$ cat src/rtl/ex_pkg.sv
// ex_pkg: shared encodings for the execute stage with the multiply/divide unit.
// Holds the funct codes, alu_op and forwarding selects, and the MDU state enum.
package ex_pkg;

    // funct field (imm[5:0]) encodings used when alu_op selects funct decode
    localparam logic [5:0] FUNCT_ADD   = 6'b100000;
    localparam logic [5:0] FUNCT_SUB   = 6'b100010;
    localparam logic [5:0] FUNCT_AND   = 6'b100100;
    localparam logic [5:0] FUNCT_OR    = 6'b100101;
    localparam logic [5:0] FUNCT_NOR   = 6'b100111;
    localparam logic [5:0] FUNCT_SLT   = 6'b101010;
    localparam logic [5:0] FUNCT_MULT  = 6'b011000;
    localparam logic [5:0] FUNCT_MULTU = 6'b011001;
    localparam logic [5:0] FUNCT_DIV   = 6'b011010;
    localparam logic [5:0] FUNCT_DIVU  = 6'b011011;
    localparam logic [5:0] FUNCT_MFHI  = 6'b010000;
    localparam logic [5:0] FUNCT_MFLO  = 6'b010010;

    // alu_op encodings
    localparam logic [1:0] ALU_ADD   = 2'b00;
    localparam logic [1:0] ALU_SUB   = 2'b01;
    localparam logic [1:0] ALU_FUNCT = 2'b10;

    // forwarding selects; 2'b11 falls back to the register value
    localparam logic [1:0] FWD_REG = 2'b00;
    localparam logic [1:0] FWD_WB  = 2'b01;
    localparam logic [1:0] FWD_MEM = 2'b10;

    // iterative multiply/divide unit states
    typedef enum logic [1:0] {
        IDLE = 2'b00,
        BUSY = 2'b01,
        DONE = 2'b10
    } mdu_state_e;

endpackage

$ cat src/rtl/ex_stage_mdu_if.sv
// ex_stage_mdu_if: ID/EX operand bus in, EX/MEM register bus out, plus stall.
// master = upstream pipeline/driver, slave = the execute stage.
interface ex_stage_mdu_if #(
    parameter int XLEN  = 32,
    parameter int RADDR = 5
);
    logic             in_valid;
    logic [XLEN-1:0]  pc4;
    logic [XLEN-1:0]  rs_data;
    logic [XLEN-1:0]  rt_data;
    logic [XLEN-1:0]  imm;
    logic [RADDR-1:0] rt_addr;
    logic [RADDR-1:0] rd_addr;
    logic             alu_src;
    logic             reg_dest;
    logic [1:0]       alu_op;
    logic [1:0]       fwd_a;
    logic [1:0]       fwd_b;
    logic [XLEN-1:0]  mem_result;
    logic [XLEN-1:0]  wb_result;

    logic             stall;
    logic             out_valid;
    logic [XLEN-1:0]  out_result;
    logic [XLEN-1:0]  out_store_data;
    logic [RADDR-1:0] out_rd;
    logic             out_zero;
    logic [XLEN-1:0]  out_branch_target;
    logic             illegal_op;

    modport master (
        output in_valid, pc4, rs_data, rt_data, imm, rt_addr, rd_addr,
               alu_src, reg_dest, alu_op, fwd_a, fwd_b, mem_result, wb_result,
        input  stall, out_valid, out_result, out_store_data, out_rd,
               out_zero, out_branch_target, illegal_op
    );

    modport slave (
        input  in_valid, pc4, rs_data, rt_data, imm, rt_addr, rd_addr,
               alu_src, reg_dest, alu_op, fwd_a, fwd_b, mem_result, wb_result,
        output stall, out_valid, out_result, out_store_data, out_rd,
               out_zero, out_branch_target, illegal_op
    );
endinterface

$ cat src/rtl/ex_mdu.sv
// ex_mdu: iterative multiply/divide unit with HI/LO.
// One bit per cycle for XLEN cycles in BUSY, then HI/LO are written on the
// edge leaving DONE. Signed ops run on magnitudes and fix signs at the end.
// Macro EX_DIV_EN: when defined the restoring divider is built; otherwise
// only multiply is accepted and a divide start is ignored.
module ex_mdu
    import ex_pkg::*;
#(
    parameter int XLEN = 32
) (
    input  logic            clock,
    input  logic            reset,
    input  logic            start,
    input  logic            op_div,
    input  logic            op_unsigned,
    input  logic [XLEN-1:0] op_a,
    input  logic [XLEN-1:0] op_b,
    output logic            busy,
    output logic [XLEN-1:0] hi,
    output logic [XLEN-1:0] lo
);

    localparam int CNT_W = $clog2(XLEN);

    mdu_state_e       state, state_next;
    logic [CNT_W-1:0] cnt;
    logic [XLEN-1:0]  acc_hi;     // partial product high half / remainder
    logic [XLEN-1:0]  acc_lo;     // multiplier / dividend-then-quotient
    logic [XLEN-1:0]  opnd;       // multiplicand / divisor magnitude
    logic             neg_lo;     // negate product or quotient at the end
    logic             go, last_step;
    logic             neg_a, neg_b;
    logic [XLEN-1:0]  mag_a, mag_b;
    logic [XLEN:0]    mul_sum;
    logic [2*XLEN-1:0] prod_mag, prod_res;
    logic [XLEN-1:0]  hi_res, lo_res;

`ifdef EX_DIV_EN
    logic             is_div;
    logic             neg_hi;     // remainder follows the dividend sign
    logic             div_zero;
    logic [XLEN-1:0]  dividend;
    logic [XLEN:0]    div_shift;
    logic             div_ge;
    logic [XLEN-1:0]  div_diff;

    assign go        = start;
    assign div_shift = {acc_hi, acc_lo[XLEN-1]};
    assign div_ge    = div_shift >= {1'b0, opnd};
    // low bits of the full difference; the top bit is zero whenever div_ge
    assign div_diff  = div_shift[XLEN-1:0] - opnd;
`else
    assign go = start & ~op_div;
`endif

    assign neg_a     = ~op_unsigned & op_a[XLEN-1];
    assign neg_b     = ~op_unsigned & op_b[XLEN-1];
    assign mag_a     = neg_a ? -op_a : op_a;
    assign mag_b     = neg_b ? -op_b : op_b;
    assign mul_sum   = {1'b0, acc_hi} + {1'b0, (acc_lo[0] ? opnd : '0)};
    assign last_step = (cnt == CNT_W'(XLEN - 1));
    assign busy      = (state != IDLE);

    // state register
    always_ff @(posedge clock) begin
        if (reset) state <= IDLE;
        else       state <= state_next;
    end

    // next-state: start -> XLEN iterations -> one write-back cycle
    always_comb begin
        state_next = state;
        case (state)
            IDLE:    if (go) state_next = BUSY;
            BUSY:    if (last_step) state_next = DONE;
            DONE:    state_next = IDLE;
            default: state_next = IDLE;
        endcase
    end

    // final sign correction and divide-by-zero result
    always_comb begin
        prod_mag = {acc_hi, acc_lo};
        prod_res = neg_lo ? -prod_mag : prod_mag;
        hi_res   = prod_res[2*XLEN-1:XLEN];
        lo_res   = prod_res[XLEN-1:0];
`ifdef EX_DIV_EN
        if (is_div) begin
            if (div_zero) begin
                lo_res = '1;
                hi_res = dividend;
            end else begin
                lo_res = neg_lo ? -acc_lo : acc_lo;
                hi_res = neg_hi ? -acc_hi : acc_hi;
            end
        end
`endif
    end

    // operand capture, one iteration per BUSY cycle, HI/LO write-back
    always_ff @(posedge clock) begin
        if (reset) begin
            cnt    <= '0;
            acc_hi <= '0;
            acc_lo <= '0;
            opnd   <= '0;
            neg_lo <= 1'b0;
            hi     <= '0;
            lo     <= '0;
`ifdef EX_DIV_EN
            is_div   <= 1'b0;
            neg_hi   <= 1'b0;
            div_zero <= 1'b0;
            dividend <= '0;
`endif
        end else begin
            case (state)
                IDLE: if (go) begin
                    cnt    <= '0;
                    acc_hi <= '0;
                    neg_lo <= neg_a ^ neg_b;
`ifdef EX_DIV_EN
                    is_div   <= op_div;
                    neg_hi   <= neg_a;
                    div_zero <= (op_b == '0);
                    dividend <= op_a;
                    if (op_div) begin
                        acc_lo <= mag_a;
                        opnd   <= mag_b;
                    end else
`endif
                    begin
                        acc_lo <= mag_b;
                        opnd   <= mag_a;
                    end
                end
                BUSY: begin
                    cnt <= cnt + 1'b1;
`ifdef EX_DIV_EN
                    if (is_div) begin
                        acc_hi <= div_ge ? div_diff : div_shift[XLEN-1:0];
                        acc_lo <= {acc_lo[XLEN-2:0], div_ge};
                    end else
`endif
                    begin
                        {acc_hi, acc_lo} <= {mul_sum, acc_lo[XLEN-1:1]};
                    end
                end
                DONE: begin
                    hi <= hi_res;
                    lo <= lo_res;
                end
                default: ;
            endcase
        end
    end

endmodule

$ cat src/rtl/ex_stage_mdu.sv
// ex_stage_mdu: execute stage with forwarding, ALU, branch target, an
// iterative multiply/divide unit and the EX/MEM output register.
// Macro EX_DIV_EN: when defined div/divu run on the MDU; otherwise they
// pulse illegal_op, leave HI/LO alone and do not stall.
module ex_stage_mdu
    import ex_pkg::*;
#(
    parameter int XLEN  = 32,
    parameter int RADDR = 5
) (
    input logic           clock,
    input logic           reset,
    ex_stage_mdu_if.slave bus
);

    logic [XLEN-1:0]  op_a, fwd_b_val, op_b, alu_result, hi, lo;
    logic [5:0]       funct;
    logic             is_funct, is_mul, is_div, is_mdu, div_illegal;
    logic             alu_illegal, accept, mdu_start, mdu_busy;

    logic             valid_q, zero_q, illegal_q;
    logic [XLEN-1:0]  result_q, store_q, target_q;
    logic [RADDR-1:0] rd_q;

    assign funct    = bus.imm[5:0];
    assign is_funct = (bus.alu_op == ALU_FUNCT);
    assign is_mul   = is_funct && (funct == FUNCT_MULT || funct == FUNCT_MULTU);
    assign is_div   = is_funct && (funct == FUNCT_DIV  || funct == FUNCT_DIVU);
`ifdef EX_DIV_EN
    assign is_mdu      = is_mul | is_div;
    assign div_illegal = 1'b0;
`else
    assign is_mdu      = is_mul;
    assign div_illegal = is_div;
`endif
    // nothing is consumed while the MDU owns the stage
    assign accept    = bus.in_valid & ~mdu_busy;
    assign mdu_start = accept & is_mdu;

    // forwarding muxes; the unused select code behaves as the register path
    always_comb begin
        case (bus.fwd_a)
            FWD_MEM: op_a = bus.mem_result;
            FWD_WB:  op_a = bus.wb_result;
            default: op_a = bus.rs_data;
        endcase
        case (bus.fwd_b)
            FWD_MEM: fwd_b_val = bus.mem_result;
            FWD_WB:  fwd_b_val = bus.wb_result;
            default: fwd_b_val = bus.rt_data;
        endcase
        op_b = bus.alu_src ? bus.imm : fwd_b_val;
    end

    // ALU; MDU codes produce nothing here, unknown functs give 0 + illegal
    always_comb begin
        alu_result  = '0;
        alu_illegal = 1'b0;
        case (bus.alu_op)
            ALU_SUB:   alu_result = op_a - op_b;
            ALU_FUNCT: begin
                case (funct)
                    FUNCT_ADD:  alu_result = op_a + op_b;
                    FUNCT_SUB:  alu_result = op_a - op_b;
                    FUNCT_AND:  alu_result = op_a & op_b;
                    FUNCT_OR:   alu_result = op_a | op_b;
                    FUNCT_NOR:  alu_result = ~(op_a | op_b);
                    FUNCT_SLT:  alu_result = {{(XLEN-1){1'b0}}, $signed(op_a) < $signed(op_b)};
                    FUNCT_MFHI: alu_result = hi;
                    FUNCT_MFLO: alu_result = lo;
                    FUNCT_MULT, FUNCT_MULTU, FUNCT_DIV, FUNCT_DIVU: ;
                    default:    alu_illegal = 1'b1;
                endcase
            end
            default:   alu_result = op_a + op_b;
        endcase
    end

    ex_mdu #(.XLEN(XLEN)) u_mdu (
        .clock       (clock),
        .reset       (reset),
        .start       (mdu_start),
        .op_div      (funct[1]),
        .op_unsigned (funct[0]),
        .op_a        (op_a),
        .op_b        (op_b),
        .busy        (mdu_busy),
        .hi          (hi),
        .lo          (lo)
    );

    // EX/MEM register: bubbles and MDU starts clear valid and hold the data
    always_ff @(posedge clock) begin
        if (reset) begin
            valid_q   <= 1'b0;
            zero_q    <= 1'b0;
            illegal_q <= 1'b0;
            result_q  <= '0;
            store_q   <= '0;
            target_q  <= '0;
            rd_q      <= '0;
        end else begin
            valid_q   <= 1'b0;
            illegal_q <= 1'b0;
            if (accept && !is_mdu) begin
                if (div_illegal) begin
                    illegal_q <= 1'b1;
                end else begin
                    valid_q   <= 1'b1;
                    illegal_q <= alu_illegal;
                    result_q  <= alu_result;
                    zero_q    <= (alu_result == '0);
                    store_q   <= fwd_b_val;
                    rd_q      <= bus.reg_dest ? bus.rd_addr : bus.rt_addr;
                    target_q  <= bus.pc4 + (bus.imm << 2);
                end
            end
        end
    end

    assign bus.stall             = mdu_busy;
    assign bus.out_valid         = valid_q;
    assign bus.out_result        = result_q;
    assign bus.out_store_data    = store_q;
    assign bus.out_rd            = rd_q;
    assign bus.out_zero          = zero_q;
    assign bus.out_branch_target = target_q;
    assign bus.illegal_op        = illegal_q;

endmodule
$ cat src/flat_wrapper.sv
// flat-port wrapper written by rule: the top's interface ports become plain ports
module ex_stage_mdu_flat import ex_pkg::*;
#(
    parameter int XLEN  = 32,
    parameter int RADDR = 5
)
  (clock, reset, bus_in_valid, bus_pc4, bus_rs_data, bus_rt_data, bus_imm, bus_rt_addr, bus_rd_addr, bus_alu_src, bus_reg_dest, bus_alu_op, bus_fwd_a, bus_fwd_b, bus_mem_result, bus_wb_result, bus_stall, bus_out_valid, bus_out_result, bus_out_store_data, bus_out_rd, bus_out_zero, bus_out_branch_target, bus_illegal_op);
  ex_stage_mdu_if #(.XLEN(XLEN), .RADDR(RADDR)) bus_i ();
  input logic clock;
  input logic reset;
  input wire logic [$bits(bus_i.in_valid)-1:0] bus_in_valid;
  input wire logic [$bits(bus_i.pc4)-1:0] bus_pc4;
  input wire logic [$bits(bus_i.rs_data)-1:0] bus_rs_data;
  input wire logic [$bits(bus_i.rt_data)-1:0] bus_rt_data;
  input wire logic [$bits(bus_i.imm)-1:0] bus_imm;
  input wire logic [$bits(bus_i.rt_addr)-1:0] bus_rt_addr;
  input wire logic [$bits(bus_i.rd_addr)-1:0] bus_rd_addr;
  input wire logic [$bits(bus_i.alu_src)-1:0] bus_alu_src;
  input wire logic [$bits(bus_i.reg_dest)-1:0] bus_reg_dest;
  input wire logic [$bits(bus_i.alu_op)-1:0] bus_alu_op;
  input wire logic [$bits(bus_i.fwd_a)-1:0] bus_fwd_a;
  input wire logic [$bits(bus_i.fwd_b)-1:0] bus_fwd_b;
  input wire logic [$bits(bus_i.mem_result)-1:0] bus_mem_result;
  input wire logic [$bits(bus_i.wb_result)-1:0] bus_wb_result;
  output wire logic [$bits(bus_i.stall)-1:0] bus_stall;
  output wire logic [$bits(bus_i.out_valid)-1:0] bus_out_valid;
  output wire logic [$bits(bus_i.out_result)-1:0] bus_out_result;
  output wire logic [$bits(bus_i.out_store_data)-1:0] bus_out_store_data;
  output wire logic [$bits(bus_i.out_rd)-1:0] bus_out_rd;
  output wire logic [$bits(bus_i.out_zero)-1:0] bus_out_zero;
  output wire logic [$bits(bus_i.out_branch_target)-1:0] bus_out_branch_target;
  output wire logic [$bits(bus_i.illegal_op)-1:0] bus_illegal_op;
  assign bus_i.in_valid = bus_in_valid;
  assign bus_i.pc4 = bus_pc4;
  assign bus_i.rs_data = bus_rs_data;
  assign bus_i.rt_data = bus_rt_data;
  assign bus_i.imm = bus_imm;
  assign bus_i.rt_addr = bus_rt_addr;
  assign bus_i.rd_addr = bus_rd_addr;
  assign bus_i.alu_src = bus_alu_src;
  assign bus_i.reg_dest = bus_reg_dest;
  assign bus_i.alu_op = bus_alu_op;
  assign bus_i.fwd_a = bus_fwd_a;
  assign bus_i.fwd_b = bus_fwd_b;
  assign bus_i.mem_result = bus_mem_result;
  assign bus_i.wb_result = bus_wb_result;
  assign bus_stall = bus_i.stall;
  assign bus_out_valid = bus_i.out_valid;
  assign bus_out_result = bus_i.out_result;
  assign bus_out_store_data = bus_i.out_store_data;
  assign bus_out_rd = bus_i.out_rd;
  assign bus_out_zero = bus_i.out_zero;
  assign bus_out_branch_target = bus_i.out_branch_target;
  assign bus_illegal_op = bus_i.illegal_op;
  ex_stage_mdu #(.XLEN(XLEN), .RADDR(RADDR)) u_core (.clock(clock), .reset(reset), .bus(bus_i));
endmodule
$ cat config.mk
export PLATFORM = sky130hd
export DESIGN_NAME = ex_stage_mdu_flat
export DESIGN_NICKNAME = d
export VERILOG_FILES = /design/src/rtl/ex_pkg.sv /design/src/rtl/ex_stage_mdu_if.sv /design/src/rtl/ex_mdu.sv /design/src/rtl/ex_stage_mdu.sv /design/src/flat_wrapper.sv
export SDC_FILE = /design/constraint.sdc
export NUM_CORES = 1
export LEC_CHECK = 0
export CELL_PAD_IN_SITES_DETAIL_PLACEMENT = 1
export CELL_PAD_IN_SITES_GLOBAL_PLACEMENT = 1
export CORE_ASPECT_RATIO = 0.8
export CORE_UTILIZATION = 45
export DETAILED_ROUTE_END_ITERATION = 7
export PLACE_DENSITY = 0.95
export SETUP_SLACK_MARGIN = 0.4
export SYNTH_ARGS = -nofsm -noshare
export SYNTH_HDL_FRONTEND = slang
export SYNTH_HIERARCHICAL = 1
export SYNTH_SLANG_ARGS = --single-unit
$ cat constraint.sdc
create_clock -name clock -period 11.8 [get_ports clock]
set_clock_uncertainty 0.1 [all_clocks]
set_input_delay 2.95 -clock clock [delete_from_list [all_inputs] [get_ports clock]]
set_output_delay 2.95 -clock clock [all_outputs]
set_load 0.005 [all_outputs]
==> run summary, run 1 <==
The number of sinks driven by the clock tree is approximately 270. The die width came out at 257 um. Setup repair after global routing left no endpoint under its margin. The antenna violation net count after detailed routing is 0. The path class of the tightest hold or removal check is register to register. Yosys mapped the design onto 111 distinct sky130hd cell types. In this run the number of H-tree levels came out at 1.

The placer congestion estimate is 1.05. The aggregate global-route resource usage came out at 42.9%. The number of maximum-capacitance violations is 0. The number of hold violations in the final report is 0.

Of the total synthesized cell area, the portion taken by full adders, half adders and majority gates is 9.29%. The worst-case IR drop observed on VDD is 116 uV. The worst hold path begins at u_core/bus.out_result[28]$_SDFFE_PP0P_. The synthesized-area fraction occupied by ao, oa, aoi and oai cells came out at 31.5%. The worst setup path is launched from an input pin.

In the synthesized netlist the async set-or-reset flop fraction comes to 0%. The number of buffers inserted for hold repair after clock tree synthesis is 0. The worst slew margin relative to its limit is 6.91%. The mapped cell area is approximately 24,000 um^2. The number of enable-type register cells in the synthesized netlist came out at 0. The peak fanout along the critical path is 37. The height of the die came out at 206 um. The transition at the pin with the smallest max-transition slack is 1380 ps. The leakage power came out at between 10 and 15 nW. The time the final worst path needs with I/O delays and setup is 9340 ps. The worst path meets setup with 2460 ps of slack. The sequential element share of the synthesized area came out at a little under a quarter.

The share of synthesized area spent on multiplexers came out at less than 1%. The average footprint of a synthesized cell came out at between 7 and 8 um^2. The initial antenna violation count came out at 4. In the synthesized netlist, the number of instances is 3,180. The half-perimeter wire length after placement is about 90 mm. The sort of element at the end of the critical path is a register. The number of buffers created by CTS came out at 31.

The number of gates given a new drive strength after cts came out at 0. The post-layout net count came out at 3,729. After synthesis, the largest family of logic cells by area is compound AO/OA/AOI/OAI gates. The average vias per placed instance is 6.65. The iteration count of the initial detailed-routing pass is 6. For this design the ratio of total power to cell area is about 120 nW/um^2. Entering global routing, the biggest net connects 89 pins.

The required time at the endpoint of the critical path is ~12,000 ps. The max-slew violation count is 0. The total setup buffers inserted after CTS is 0. The initial core utilization came out at approximately 46%.

The worst setup path is of the input pin to register kind. The standard-cell row count is 74. Summed over its instances, the top area cell type makes up 23.2% of the synthesized netlist area.

The via count of the first global-routing pass is approximately 27k. 318 I/O pins were placed. The layout overhead on the synthesized area is 19.6%. The clock network latency to the later pin of the worst-skew pair is 640 ps. The wire length of the first global-routing pass came out at 173 mm. STA puts the critical path data arrival time at 9810 ps.

After global routing the overflow that remains totals 0. Leaving out filler cells and counting taps, the final layout contains ~4.1k. After synthesis the netlist holds a flip-flop and latch count of ~270.

Adding up every negative setup slack in the final design gives 0 ps. The largest buffer count on any clock path came out at 3. TritonCTS built the clock tree.

The post-detailed-route wirelength per cell came out at 29.3 um. The die area came out at 53,100 um^2. The tightest hold margin came out at approximately 360 ps.

For flop-to-flop paths, the worst setup slack is 6860 ps. The placeable core region came out at ~51,000 um^2. The total of endpoints with negative setup slack in the final report is 0. The worst register-to-register path begins at u_core/u_mdu/acc_lo[0]$_SDFFE_PP0P_. The worst setup path startpoint is bus_fwd_b[0]. The run finished with clean final reports. The clock-pin slew on the worst setup and hold paths is 60 ps. The maximum frequency from static timing analysis is 0.107 GHz.

At the placement stage, the worst setup path has a slack of 2140 ps. The basic-gate share of the synthesized area counting and, or, nand and nor cells came out at between 20% and 30%. During synthesis, Yosys emitted a total of 6 warnings. The fraction of final layout cells with drive strength greater than 1 came out at 5.34%. The residual DRC count is 0. The most used flip-flop cell after synthesis is sky130_fd_sc_hd__dfxtp_1. The synthesized net count is 3,565.

The total wirelength of the detailed-routed design is 119 mm. The buffer type at the clock tree root is sky130_fd_sc_hd__clkbuf_16. The xor and xnor fraction of the mapped netlist area came out at 7.64%. The number of placed instances, taps included came out at 3,995. Sorting the synthesized cells by area gives the leading types as sky130_fd_sc_hd__dfxtp_1 (23%), sky130_fd_sc_hd__ha_1 (8.9%), sky130_fd_sc_hd__a21oi_1 (6.1%). The via total after detailed routing came out at between 20k and 30k.

The number of DRC markers after the initial detailed-route iteration came out at 3,388. sky130_fd_sc_hd__dfxtp_1 takes more of the synthesized area than any other cell. The count of buffers added on input and output ports is between 300 and 400.

The final cycle utilization of the critical path is 79.1%.
power breakdown:
group,total [mW],internal [mW],switching [mW],leakage (nW)
clock network,1.16,0.696,0.461,0.578
logic,1.22,0.442,0.778,8.23
registers,0.972,0.950,0.0212,2.21
layout make-up:
| class | count | area, um^2 |
|---|---|---|
| inverter | 140 | 526 |
| tap | 684 | 856 |
| sequential | 272 | 5450 |
| fill | 6310 | 23200 |
| antenna | 4 | 10.0 |
| clock inverter | 20 | 333 |
| timing repair buffer | 349 | 3400 |
| multi-input combinational | 2550 | 16700 |
| clock buffer | 38 | 862 |
per-layer routing:
layer | track usage [%] | wire [um] | up-vias
met4 | 16.9 | 5170 | 2
met2 | 67.1 | 52300 | 1542
met3 | 10.1 | 11900 | 295
met5 | 0 | 12 | -
li1 | - | - | 11818
met1 | 56.7 | 49500 | 13310
Yosys cell counts, drive strengths merged, types with 18 or more instances:
master / n
nor2: 361
nand2: 320
a21oi: 286
dfxtp: 272
ha: 168
clkbuf: 165
o21ai: 153
inv: 140
a22oi: 120
xor2: 115
a211oi: 107
xnor2: 90
o21a: 69
nand3: 60
nor3: 59
buf: 51
o31ai: 45
or3: 44
and2: 43
a21o: 41
nor2b: 33
a22o: 32
nand2b: 29
a221oi: 23
nand4: 23
o22ai: 22
nor4: 21
and3: 20
o41ai: 20
or4: 19
or2: 18
final timing paths:
path | end | depth (start not counted)
worst max-delay path | u_core/bus.out_zero$_SDFFE_PP0P_ | 21
worst min-delay path | u_core/bus.out_result[28]$_SDFFE_PP0P_ | 2
worst max register to register | u_core/u_mdu/acc_hi[29]$_SDFFE_PP0P_ | 12
worst min register to register | u_core/bus.out_result[28]$_SDFFE_PP0P_ | 2
placed cells by master, fill, tap and decap left out, types with 14 or more instances in the layout:
master and instances:
sky130_fd_sc_hd__nor2_1 360, sky130_fd_sc_hd__nand2_1 320, sky130_fd_sc_hd__clkdlybuf4s50_1 314, sky130_fd_sc_hd__a21oi_1 285, sky130_fd_sc_hd__dfxtp_1 271, sky130_fd_sc_hd__ha_1 166
sky130_fd_sc_hd__inv_1 139, sky130_fd_sc_hd__o21ai_0 132, sky130_fd_sc_hd__a22oi_1 119, sky130_fd_sc_hd__xor2_1 115, sky130_fd_sc_hd__a211oi_1 104, sky130_fd_sc_hd__xnor2_1 90
sky130_fd_sc_hd__o21a_1 69, sky130_fd_sc_hd__nand3_1 59, sky130_fd_sc_hd__nor3_1 52, sky130_fd_sc_hd__and2_1 43, sky130_fd_sc_hd__o31ai_1 42, sky130_fd_sc_hd__a21o_1 41
sky130_fd_sc_hd__or3_1 39, sky130_fd_sc_hd__a22o_1 32, sky130_fd_sc_hd__buf_4 32, sky130_fd_sc_hd__clkbuf_16 31, sky130_fd_sc_hd__nor2b_1 30, sky130_fd_sc_hd__nand2b_1 28
sky130_fd_sc_hd__nand4_1 23, sky130_fd_sc_hd__o22ai_1 22, sky130_fd_sc_hd__a221oi_1 22, sky130_fd_sc_hd__o21ai_1 20, sky130_fd_sc_hd__nor4_1 19, sky130_fd_sc_hd__and3_1 18
sky130_fd_sc_hd__o21bai_1 17, sky130_fd_sc_hd__or4_1 16, sky130_fd_sc_hd__a31oi_1 16, sky130_fd_sc_hd__o41ai_1 16, sky130_fd_sc_hd__mux2i_1 14, sky130_fd_sc_hd__o211ai_1 14
through the flow:
step,util [%],instance area (um^2),power [mW]
2_1_floorplan,-,23500,1.68
5_1_grt,54.8,28100,3.44
6_report,54.8,28100,3.35
4_1_cts,54.8,28100,3.31
3_5_place_dp,52.4,26900,2.16
3_3_place_gp,52.4,26900,2.14
flip-flops by register name (all words and copies together), names as in the netlist:
| signal | cells |
|---|---|
| u_core/bus.out_branch_target | 32 |
| u_core/bus.out_result | 32 |
| u_core/bus.out_store_data | 32 |
| u_core/u_mdu/acc_hi | 32 |
| u_core/u_mdu/acc_lo | 32 |
| u_core/u_mdu/hi | 32 |
| u_core/u_mdu/lo | 32 |
| u_core/u_mdu/opnd | 32 |
| u_core/bus.out_rd | 5 |
| u_core/u_mdu/cnt | 5 |
| u_core/u_mdu/state | 2 |
| u_core/bus.illegal_op | 1 |
| u_core/bus.out_valid | 1 |
| u_core/bus.out_zero | 1 |
| u_core/u_mdu/neg_lo | 1 |
critical path, stage by stage:
cell                              delay (ps)
sky130_fd_sc_hd__clkdlybuf4s50_1         530
sky130_fd_sc_hd__inv_1                    70
sky130_fd_sc_hd__ha_2                    620
sky130_fd_sc_hd__buf_4                   430
sky130_fd_sc_hd__a21oi_1                 150
sky130_fd_sc_hd__o21ai_0                 570
sky130_fd_sc_hd__ha_1                    360
sky130_fd_sc_hd__inv_1                    90
sky130_fd_sc_hd__fa_1                    440
sky130_fd_sc_hd__nand2b_1                190
sky130_fd_sc_hd__a211oi_1                450
sky130_fd_sc_hd__nor2_1                  200
sky130_fd_sc_hd__nor4_1                  960
sky130_fd_sc_hd__nor2_1                  260
sky130_fd_sc_hd__o311ai_0                420
sky130_fd_sc_hd__o211a_1                 230
sky130_fd_sc_hd__and4b_1                 200
sky130_fd_sc_hd__nand4_1                 120
sky130_fd_sc_hd__nor4_1                  380
sky130_fd_sc_hd__nand2_1                 100
sky130_fd_sc_hd__nand2_1                  80
cell families (layout without fill, tap and decap cells):
family,after synthesis,in the layout
DFF,272,272
and+or+nand+nor,1078,1078
buffers and inverters,358,547
adders and majority gates,172,172
xor gates and xnor gates,205,205
AOI/OAI and AO/OA,1081,1081
other,0,4
muxes,14,14
Power figures use the tool's default switching activity.
==> run 2, diff against run 1 <==
CORE_UTILIZATION = 37   (was 45)
PLACE_DENSITY = 0.89   (was 0.95)
clock period = 8.36 ns   (was 11.8 ns; I/O delays follow)
==> run 2 against run 1 <==
  * Via count decreased by 2.3%
  * Sequential cell count unchanged
  * Power increased by 35%
  * Sequential power increased by 41%
  * Sequential share of layout area decreased by 0.14 points
  * Critical path type unchanged
==> run summary, run 2 (synthesis gave the netlist of run 1 again) <==
Result of the run: completed (unchanged). The worst setup timing slack at the placement stage is 295 ps (was 2140 ps). The total of endpoints with negative setup slack in the final report came to 0 (unchanged). The leakage power came to 11.0 nW (about the same). The worst voltage drop across the vdd grid is 166 uV (was 116 uV). The standard-cell row count came to 82 (was 74). The number of sinks driven by the clock tree was 272 (unchanged).

The wire length of the first global-routing pass came out at 162 mm (was 173 mm). The number of hold violations in the final report was 0 (unchanged). The final standard cell area without fillers came out at 28,300 um^2 (was 28,100 um^2). The placeable core region came out at 62,700 um^2 (was 51,300 um^2).

Chain of cells forming the critical path: clkdlybuf4s50_1 > inv_1 > ha_2 > buf_4 > nor2_1 > a21oi_1 > o21a_1 > inv_1 > fa_1 > nor2_1 > o221ai_1 > a211oi_1 > o22ai_1 > o31ai_1 > and2_1 > o2111ai_1 > a211oi_1 > o22ai_1 > a2111oi_2 > nand2_1 > nand2_1 (was clkdlybuf4s50_1 > inv_1 > ha_2 > buf_4 > a21oi_1 > o21ai_0 > ha_1 > inv_1 > fa_1 > nand2b_1 > a211oi_1 > nor2_1 > nor4_1 > nor2_1 > o311ai_0 > o211a_1 > and4b_1 > nand4_1 > nor4_1 > nand2_1 > nand2_1). The launch instance of the worst register-to-register path was u_core/u_mdu/acc_lo[0]$_SDFFE_PP0P_ (unchanged). The worst hold-check path type is register to register (unchanged). The post-layout utilization of the core is 45.2% (was 54.8%). The half-perimeter wire length after placement came out at 87.5 mm (was 92.6 mm).

The sort of element at the end of the critical path is a register (unchanged). The clock-pin slew on the worst setup and hold paths is 60 ps (about the same). The largest net degree at the start of global routing is 95 (was 89). The max-slew violation count came out at 0 (unchanged). The residual DRC count came out at 0 (unchanged). The ratio of total power to cell area is 159 nW/um^2 (was 119 nW/um^2).

The peak fanout along the critical path is 26 (was 37). The most frequent standard cell in the layout excluding fill and tap cells is sky130_fd_sc_hd__nor2_1 (unchanged). Of the available clock period, the critical path in the final layout requires 91.9%.

The type of the setup path with the least slack is input pin to register (unchanged). The antenna violation net count after detailed routing came to 0 (unchanged). The CTS tree was built (unchanged). The required time at the endpoint of the critical path came out at 8800 ps (was 12,270 ps). The total area of multi-input combinational cells came out at 16,700 um^2 (about the same).

Derived from the worst setup path, the maximum achievable clock frequency is 0.130 GHz. Commonest cells after routing, fill and taps aside: sky130_fd_sc_hd__nor2_1 (359), sky130_fd_sc_hd__nand2_1 (320), sky130_fd_sc_hd__clkdlybuf4s50_1 (314) (was sky130_fd_sc_hd__nor2_1 (360), sky130_fd_sc_hd__nand2_1 (320), sky130_fd_sc_hd__clkdlybuf4s50_1 (314)). The number of levels the H-tree was split into is 1 (unchanged). The hold path startpoint is u_core/u_mdu/opnd[0]$_SDFFE_PP0P_ (was u_core/bus.out_result[28]$_SDFFE_PP0P_). The transition at the pin with the smallest max-transition slack came out at 1230 ps (was 1380 ps).

The die area came out at 64,500 um^2 (was 53,100 um^2). The startpoint class of the critical path is an input pin (unchanged). The worst slew margin relative to its limit came out at 17.1% (was 6.91%).

The sequential cell area in the final layout is 5450 um^2 (unchanged). The height of the die is 227 um (was 206 um). The number of buffers inserted for hold repair after clock tree synthesis came out at 0 (unchanged). The buffer type at the clock tree root was sky130_fd_sc_hd__clkbuf_16 (unchanged). The overall overflow remaining after global route came out at 0 (unchanged). The clock network latency to the later pin of the worst-skew pair came out at 590 ps (was 640 ps). The filler cell count was 7,717 (was 6,310). Setup repair after global routing missed its margin: no (unchanged). The critical path arrival came out at 8130 ps (was 9810 ps). The post-detailed-route wirelength per cell came out at 26.2 um (was 29.3 um). The initial antenna violation count is 1 (was 4). The layout overhead on the synthesized area came out at 20.4% (was 19.6%).

The placer congestion estimate is 1.01 (was 1.05). The iteration count of the initial detailed-routing pass was 6 (unchanged). The time the final worst path needs with I/O delays and setup came out at approximately 7700 ps. The fraction of final layout cells with drive strength greater than 1 is 5.91% (was 5.34%). The aggregate global-route resource usage is 32.4% (was 42.9%).

The die width was 284 um (was 257 um). The peak per-stage delay on the critical path came out at 740 ps (was 960 ps). The post-layout net count is 3,748 (was 3,729).

The count of pins on the block boundary is 318 (unchanged). The number of buffers created by CTS came out at 30 (was 31). The number of I/O port buffers came to 317 (unchanged). The worst setup path startpoint was bus_fwd_b[0] (unchanged). The average vias per placed instance was 6.23 (was 6.65). The total wirelength of the detailed-routed design is 111 mm (was 119 mm).

The number of DRC markers after the initial detailed-route iteration came out at 2,793 (was 3,388). The total cell area at the placement stage came out at 27,300 um^2 (was 26,900 um^2). The slowest cell on the critical path is sky130_fd_sc_hd__o31ai_1 (was sky130_fd_sc_hd__nor4_1). The accumulated negative setup slack came to 0 ps (unchanged). The worst-case setup margin in the final layout was 676 ps (was 2460 ps). The number of maximum-capacitance violations was 0 (unchanged). The initial core utilization came to 37.5% (was 45.8%). The via total after detailed routing came to 26.4k (was 27.0k). The via count of the first global-routing pass came out at 25.8k (was 26.9k). The largest buffer count on any clock path came out at 3 (unchanged).
==> run 2: cell count changes in the layout (fill, tap and decap cells not counted), sizes merged <==
cell and change:
buf +20, bufinv -6, clkbuf +2, clkinv -1, clkinvlp -2, diode -1
inv +4
==> run 2: routing by layer <==
layer | GRT usage [%] | vias up | part of all wire (%)
met5 | 0 | - | 0
met4 | 10.9 | 0 | 3.4
met3 | 7.53 | 223 | 9.8
met2 | 48.9 | 1268 | 43
met1 | 45.2 | 13023 | 44
li1 | - | 11838 | -
==> run 2: path summary, 6_finish.rpt <==
check	to	slack, ps	cells after the start
max	u_core/bus.out_zero$_SDFFE_PP0P_	680	21
min	u_core/u_mdu/opnd[0]$_SDFFE_PP0P_	350	2
max reg2reg	u_core/u_mdu/acc_hi[31]$_SDFFE_PP0P_	3910	12
min reg2reg	u_core/u_mdu/opnd[0]$_SDFFE_PP0P_	350	2
==> run 2: worst max-delay path: cells and delay by family <==
family / cells / cell delay (ps)
buffers and inverters: 4 / 1120
adders and majority gates: 2 / 1110
AOI/OAI and AO/OA: 10 / 3140
and+or+nand+nor: 5 / 660
==> run 2: where the power goes <==
group	internal (mW)	switching [mW]
Sequential	1.34	0.0300
Clock	0.804	0.616
Combinational	0.636	1.08
Total	2.78	1.73
==> run 2: through the flow <==
| stage | hold WS (ps) | cells | power [mW] |
|---|---|---|---|
| floorplan | 323 | 3180 | 2.37 |
| global route | 375 | 4227 | 4.65 |
| finish | 351 | 4229 | 4.51 |
| global placement | 339 | 4171 | 3.02 |
| detailed placement | 345 | 4171 | 3.04 |
| CTS | 354 | 4226 | 4.45 |
==> run 2: what timing repair did <==
item,CTS,global route
setup endpoints to repair,0,1
buffers inserted,0,0
gates resized for setup,0,1
==> run 2: layout make-up <==
cell class                      count  share of cell area, %
Tap cell                          840                   3.71
Timing Repair Buffer              369                   12.6
Antenna cell                        3                 0.0265
Clock inverter                     15                  0.539
Inverter                          140                   1.86
Multi-Input combinational cell   2550                   59.0
Sequential cell                   272                   19.2
Clock buffer                       40                   3.11
